`src/rtl/seq_div32_pkg.sv`:
```
// Shared types and constants for the sequential 32-bit restoring divider.
package seq_div32_pkg;

   localparam int unsigned DIV_WIDTH = 32;

   typedef enum logic [1:0] {
      IDLE = 2'd0,
      CALC = 2'd1,
      DONE = 2'd2
   } state_e;

   // Counter must hold 0..WIDTH-1 with headroom, hence clog2+1.
   function automatic int unsigned cnt_width(input int unsigned w);
      return $clog2(w) + 1;
   endfunction

endpackage

```
`src/rtl/seq_div32_if.sv`:
```
// Request/result bundle between the EX stage (master) and the divider (slave).
interface seq_div32_if #(
   parameter int unsigned WIDTH = seq_div32_pkg::DIV_WIDTH
);

   logic             start;
   logic             is_signed;
   logic [WIDTH-1:0] dividend;
   logic [WIDTH-1:0] divisor;
   logic             busy;
   logic             done;
   logic [WIDTH-1:0] quotient;
   logic [WIDTH-1:0] remainder;
   logic             div_zero;

   modport master (
      output start, is_signed, dividend, divisor,
      input  busy, done, quotient, remainder, div_zero
   );

   modport slave (
      input  start, is_signed, dividend, divisor,
      output busy, done, quotient, remainder, div_zero
   );

endinterface

```
`src/rtl/seq_div32_sub_step32.sv`:
```
// Combinational subtractor A + ~B + 1; carry-out high means no borrow.
module sub_step32 #(
   parameter int unsigned WIDTH = 32
) (
   input  logic [WIDTH-1:0] i_a,
   input  logic [WIDTH-1:0] i_b,
   output logic [WIDTH-1:0] o_diff,
   output logic             o_no_borrow
);

   logic [WIDTH:0] w_sum;

   assign w_sum       = {1'b0, i_a} + {1'b0, ~i_b} + {{WIDTH{1'b0}}, 1'b1};
   assign o_diff      = w_sum[WIDTH-1:0];
   assign o_no_borrow = w_sum[WIDTH];

endmodule

```
`src/rtl/seq_div32.sv`:
```
// Multi-cycle restoring divider for MIPS DIV/DIVU: one quotient bit per cycle.
module seq_div32
   import seq_div32_pkg::*;
#(
   parameter int unsigned WIDTH = DIV_WIDTH
) (
   input  logic        clk,
   input  logic        rst,
   seq_div32_if.slave  bus
);

   localparam int unsigned CntW = cnt_width(WIDTH);

   state_e           r_state;
   logic [CntW-1:0]  r_cnt;
   logic [WIDTH-1:0] r_rem;
   logic [WIDTH-1:0] r_quo;
   logic [WIDTH-1:0] r_dsr;
   logic             r_q_neg;
   logic             r_r_neg;
   logic             r_busy;
   logic             r_done;
   logic             r_div_zero;
   logic [WIDTH-1:0] r_quotient;
   logic [WIDTH-1:0] r_remainder;

   logic             w_dvd_neg;
   logic             w_dsr_neg;
   logic [WIDTH-1:0] w_dvd_mag;
   logic [WIDTH-1:0] w_dsr_mag;
   logic [WIDTH-1:0] w_rem_sh;
   logic [WIDTH-1:0] w_diff;
   logic             w_no_borrow;
   logic             w_take;
   logic [WIDTH-1:0] w_rem_nxt;
   logic [WIDTH-1:0] w_quo_nxt;
   logic             w_last;

   assign w_dvd_neg = bus.is_signed & bus.dividend[WIDTH-1];
   assign w_dsr_neg = bus.is_signed & bus.divisor[WIDTH-1];
   assign w_dvd_mag = w_dvd_neg ? -bus.dividend : bus.dividend;
   assign w_dsr_mag = w_dsr_neg ? -bus.divisor : bus.divisor;

   assign w_rem_sh = {r_rem[WIDTH-2:0], r_quo[WIDTH-1]};

   sub_step32 #(
      .WIDTH (WIDTH)
   ) u_step (
      .i_a         (w_rem_sh),
      .i_b         (r_dsr),
      .o_diff      (w_diff),
      .o_no_borrow (w_no_borrow)
   );

   // A bit shifted out of the remainder means the true value exceeds any divisor.
   assign w_take    = r_rem[WIDTH-1] | w_no_borrow;
   assign w_rem_nxt = w_take ? w_diff : w_rem_sh;
   assign w_quo_nxt = {r_quo[WIDTH-2:0], w_take};
   assign w_last    = (r_cnt == CntW'(WIDTH - 1));

   always_ff @(posedge clk or posedge rst) begin
      if (rst) begin
         r_state     <= IDLE;
         r_cnt       <= '0;
         r_rem       <= '0;
         r_quo       <= '0;
         r_dsr       <= '0;
         r_q_neg     <= 1'b0;
         r_r_neg     <= 1'b0;
         r_busy      <= 1'b0;
         r_done      <= 1'b0;
         r_div_zero  <= 1'b0;
         r_quotient  <= '0;
         r_remainder <= '0;
      end else begin
         unique case (r_state)
            IDLE: begin
               r_done <= 1'b0;
               if (bus.start) begin
                  r_quo      <= w_dvd_mag;
                  r_dsr      <= w_dsr_mag;
                  r_q_neg    <= w_dvd_neg ^ w_dsr_neg;
                  r_r_neg    <= w_dvd_neg;
                  r_rem      <= '0;
                  r_cnt      <= '0;
                  r_busy     <= 1'b1;
                  r_div_zero <= (bus.divisor == '0);
                  r_state    <= CALC;
               end
            end
            CALC: begin
               if (r_div_zero) begin
                  // r_quo still holds the dividend magnitude; undo it to the raw value.
                  r_quotient  <= '1;
                  r_remainder <= r_r_neg ? -r_quo : r_quo;
                  r_busy      <= 1'b0;
                  r_done      <= 1'b1;
                  r_state     <= DONE;
               end else begin
                  r_rem <= w_rem_nxt;
                  r_quo <= w_quo_nxt;
                  r_cnt <= r_cnt + CntW'(1);
                  if (w_last) begin
                     r_quotient  <= r_q_neg ? -w_quo_nxt : w_quo_nxt;
                     r_remainder <= r_r_neg ? -w_rem_nxt : w_rem_nxt;
                     r_busy      <= 1'b0;
                     r_done      <= 1'b1;
                     r_state     <= DONE;
                  end
               end
            end
            DONE: begin
               r_done  <= 1'b0;
               r_state <= IDLE;
            end
            default: begin
               r_busy  <= 1'b0;
               r_done  <= 1'b0;
               r_state <= IDLE;
            end
         endcase
      end
   end

   assign bus.busy      = r_busy;
   assign bus.done      = r_done;
   assign bus.quotient  = r_quotient;
   assign bus.remainder = r_remainder;
   assign bus.div_zero  = r_div_zero;

endmodule

```
`src/flat_wrapper.sv`:
```
// flat-port wrapper written by rule: the top's interface ports become plain ports
module seq_div32_flat import seq_div32_pkg::*;
#(
   parameter int unsigned WIDTH = DIV_WIDTH
)
  (clk, rst, bus_start, bus_is_signed, bus_dividend, bus_divisor, bus_busy, bus_done, bus_quotient, bus_remainder, bus_div_zero);
  seq_div32_if #(.WIDTH(WIDTH)) bus_i ();
  input  logic clk;
  input  logic rst;
  input wire logic [$bits(bus_i.start)-1:0] bus_start;
  input wire logic [$bits(bus_i.is_signed)-1:0] bus_is_signed;
  input wire logic [$bits(bus_i.dividend)-1:0] bus_dividend;
  input wire logic [$bits(bus_i.divisor)-1:0] bus_divisor;
  output wire logic [$bits(bus_i.busy)-1:0] bus_busy;
  output wire logic [$bits(bus_i.done)-1:0] bus_done;
  output wire logic [$bits(bus_i.quotient)-1:0] bus_quotient;
  output wire logic [$bits(bus_i.remainder)-1:0] bus_remainder;
  output wire logic [$bits(bus_i.div_zero)-1:0] bus_div_zero;
  assign bus_i.start = bus_start;
  assign bus_i.is_signed = bus_is_signed;
  assign bus_i.dividend = bus_dividend;
  assign bus_i.divisor = bus_divisor;
  assign bus_busy = bus_i.busy;
  assign bus_done = bus_i.done;
  assign bus_quotient = bus_i.quotient;
  assign bus_remainder = bus_i.remainder;
  assign bus_div_zero = bus_i.div_zero;
  seq_div32 #(.WIDTH(WIDTH)) u_core (.clk(clk), .rst(rst), .bus(bus_i));
endmodule
```
`config.mk`:
```
export PLATFORM = sky130hd
export DESIGN_NAME = seq_div32_flat
export DESIGN_NICKNAME = d
export VERILOG_FILES = /design/src/rtl/seq_div32_pkg.sv /design/src/rtl/seq_div32_if.sv /design/src/rtl/seq_div32_sub_step32.sv /design/src/rtl/seq_div32.sv /design/src/flat_wrapper.sv
export SDC_FILE = /design/constraint.sdc
export NUM_CORES = 1
export LEC_CHECK = 0
export ABC_AREA = 1
export CAP_MARGIN = 0
export CORE_ASPECT_RATIO = 1.2
export CORE_MARGIN = 3
export CORE_UTILIZATION = 50
export DETAILED_ROUTE_END_ITERATION = 7
export GPL_ROUTABILITY_DRIVEN = 0
export HOLD_SLACK_MARGIN = 0.03
export PLACE_DENSITY = 0.71
export SETUP_SLACK_MARGIN = 0.5
export SKIP_CTS_REPAIR_TIMING = 1
export SYNTH_ARGS = -nofsm -noshare
export SYNTH_HDL_FRONTEND = slang
export SYNTH_SLANG_ARGS = --single-unit
```
`constraint.sdc`:
```
create_clock -name clk -period 7.22 [get_ports clk]
set_input_delay 1.444 -clock clk [delete_from_list [all_inputs] [get_ports clk]]
set_output_delay 1.444 -clock clk [all_outputs]
set_load 0.02 [all_outputs]
```
==> results.json <==
{
  "area_growth_pct": 15.6,
  "clockBufferDepth": 2,
  "cts.sinks": 173,
  "max_cap_violations": 0,
  "dieArea_um2": 29700,
  "cts-htree-levels": 4,
  "grt_max_degree": 77,
  "nNetsFinal": 2340,
  "drt_iter0_drc": 1114,
  "syn_nets": 2250,
  "criticalPathCategory": "reg2reg",
  "rr_worst_depth": 23,
  "synthMuxAreaShare_pct": 0.0724,
  "synth_seq_cells": 173,
  "yosys.area_share.simple_pct": 32.5,
  "start_util_pct": 50.9,
  "cts_buffers": 17,
  "cp_common_cell": "inv_1",
  "synth_compound_area_share_pct": 17.5,
  "fmax_ghz": 0.239,
  "reg2reg_from": "u_core.r_quo[31]",
  "crit_arrival_ns": 4.57,
  "endpoint_kind": "register",
  "routed_via_density": 5.56,
  "synth_xor_area_share_pct": 3.17,
  "finalHoldViolCount": 0,
  "ys_types": 53,
  "crit_slowest_cell": "dfrtp_1",
  "sw_frac_of_total_pct": 56.5,
  "synth_top_area_cell": "dfrtp_1",
  "root_buffer": "clkbuf_16",
  "rsz0062_at_grt": "false",
  "hp-class": "reg2reg",
  "grt_pass1_wl_mm": 70.4,
  "grt_usage_pct": 29.9,
  "syn_area_um2": 13800,
  "combPwrFrac_pct": 69.1,
  "async_flop_share_pct": 100,
  "drv_slew": 0,
  "cp_top_family": "simple AND/OR/NAND/NOR gates",
  "synth_top_area_share_pct": 31.3,
  "die_w_um": 158,
  "reg2reg_to": "u_core.bus.quotient[30]",
  "synth_area_leaders": "dfrtp_1 (31%), nand2_1 (14%), inv_1 (9.1%)",
  "die_h_um": 188,
  "rrSetupSlack_ns": 3.03,
  "seq_area_frac_synth_pct": 31.3,
  "hpwlAfterDp_mm": 33.8,
  "synth_fa_ha_area_share_pct": 3.59,
  "holdWs_ns": 0.487,
  "detail-route-antenna-nets": 0,
  "crit_path_start_kind": "register",
  "status": "finished, final reports clean",
  "crit_path_max_incr_delay_ns": 0.39,
  "wl_mm": 44.0,
  "dp_slack_ns": 2.69,
  "period_minus_slack_ns": 4.19,
  "min_path_cells": 1,
  "synthCells": 2143,
  "powerDensity_nw_per_um2": 559,
  "yosys.cell_count.top_type": "nand2_1",
  "setup_violations": 0,
  "synth_warnings": 0,
  "leakagePower_uw": 0.00744,
  "worst-path-buf-inv": 6,
  "drive_above_1_share_pct": 6.23,
  "coreArea_um2": 27200,
  "drc_errors": 0,
  "seqPwrFrac_pct": 19.6,
  "avgRoutedWirePerCell_um": 17.0,
  "first_global_vias": 13800,
  "synth_edf_count": 0,
  "syn_avg_cell_area_um2": 6.45,
  "worstPathRequired_ns": 7.60,
  "worstHoldStart": "u_core.r_state[0]",
  "max-slew-margin-rel_pct": 24.1,
  "fin_crit_sh_pct": 58.1,
  "fin_setup_tns_ns": 0,
  "cts_tree": "built",
  "synth_top_family_by_area": "simple AND/OR/NAND/NOR gates",
  "insertion_delay_ns": 0.44,
  "ys.flop_type": "dfrtp_1",
  "grt_overflow": 0,
  "pwr-share-clk_pct": 11.3,
  "path_clk_slew_ns": 0.07,
  "power_switching_uw": 5040,
  "ir_worst_vdd_uv": 287,
  "insertedDiodeCount": 0,
  "hold_path_end": "u_core.bus.busy",
  "skew_ns": 0.0131,
  "via_count": 14400,
  "grt_antenna_before_repair": 0,
  "cp_max_fo": 51,
  "numPortBuffers": 134,
  "ios": 135,
  "firstDrtPassIters": 5,
  "setup_slack_ns": 3.03,
  "fin_util_pct": 58.8,
  "worstMarginPinSlew_ns": 1.14,
  "internal_power_uw": 3890,
  "synth_common_cells": "nand2_1 (500), inv_1 (334), nor2_1 (232)",
  "path_cells": "inv_1 > ha_1 > fa_1 > inv_1 > nand2_1 > nand2_1 > nand3_1 > nand2_2 > nand2_2 > nand2_4 > nand2_4 > nand2_8 > inv_4 > ha_1 > inv_1 > nor2_1 > inv_1 > nor2_1 > nand2_1 > o21ai_0 > xor2_1 > o22ai_1 > inv_1",
  "rows": 66
}
## per-stage QoR
step	power, uW	area, um^2	cells
finish	8920	16000	2586
global route	9760	16000	2586
CTS	8850	16000	2586
detailed placement	7800	15300	2554
global placement	7700	15300	2554
floorplan	6200	13800	2143
## layout make-up
cell class	instances	area (um^2)
flip-flops and latches	173	4330
well taps	340	425
clock buffers	19	443
inverters	345	1300
repair buffers	145	1420
multi-input cells	1551	7860
fillers	2646	11200
clock inverters	13	189
## state kept, by name (all words and copies together) (netlist names), 2 cells and up
| name | flops |
|---|---|
| u_core.bus.quotient | 32 |
| u_core.bus.remainder | 32 |
| u_core.r_cnt | 6 |
| u_core.r_dsr | 32 |
| u_core.r_quo | 32 |
| u_core.r_rem | 32 |
| u_core.r_state | 2 |
## placed cells by master, fill, tap and decap left out, types with 3 or more instances in the layout
master           Yosys  final
nand2_1            500    500
inv_1              334    332
nor2_1             232    230
o21ai_0            193    193
dfrtp_1            173    172
nand3_1            143    143
clkdlybuf4s50_1      0    134
a21oi_1            124    124
nor3_1              42     42
xor2_1              39     39
ha_1                38     38
o211ai_1            30     30
nand2_2             29     29
o22ai_1             28     28
a31oi_1             20     20
nor2_2              18     19
nand4_1             19     19
clkbuf_16            0     17
nand3b_1            14     14
xnor2_1             11     11
buf_4                1     11
inv_2                8      8
or2_2                8      8
a21oi_2              7      7
nor2_4               5      6
o21ai_2              5      5
nand3_2              5      5
clkinvlp_4           0      5
nor4_1               4      4
o31ai_1              4      4
bufinv_16            0      4
nand2_4              3      3
and2_1               3      3
clkinv_1             2      3
inv_6                0      3
o32ai_1              3      3
o21ai_1              3      3
o22a_1               3      3
## power groups by stage
stage / clock network [uW] / logic, uW / registers [uW]
after global placement: 0 / 5950 / 1740
after global routing: 1050 / 6920 / 1790
after detailed placement: 0 / 6060 / 1750
final: 1000 / 6170 / 1750
after floorplan: 0 / 4510 / 1690
after CTS: 1010 / 6100 / 1730
## how the worst max path moves through the flow
stage	slack, ns	to	from	cells past startpoint
after detailed placement	2.69	u_core.r_cnt[5]	bus_start	12
after floorplan	1.09	u_core.bus.busy	rst	1
after global routing	2.66	u_core.bus.quotient[30]	u_core.r_quo[31]	23
final	3.03	u_core.bus.quotient[30]	u_core.r_quo[31]	23
after global placement	2.80	u_core.r_cnt[5]	bus_start	12
after CTS	3.04	u_core.bus.quotient[30]	u_core.r_quo[31]	23
## metal layers
layer / part of all wire (%) / global-route usage, %
met2: 48 / 49.8
met5: 0 / 0
met1: 40 / 37.7
met3: 5.9 / 3.83
met4: 5.6 / 15.2
## cell families after synthesis
logic type | count (synthesis)
compound gates | 431
flops | 173
simple gates | 1030
fa+ha+maj | 39
buf+inv | 419
mux | 1
xor+xnor | 50
Note: power is estimated with default switching activity, not from simulation.
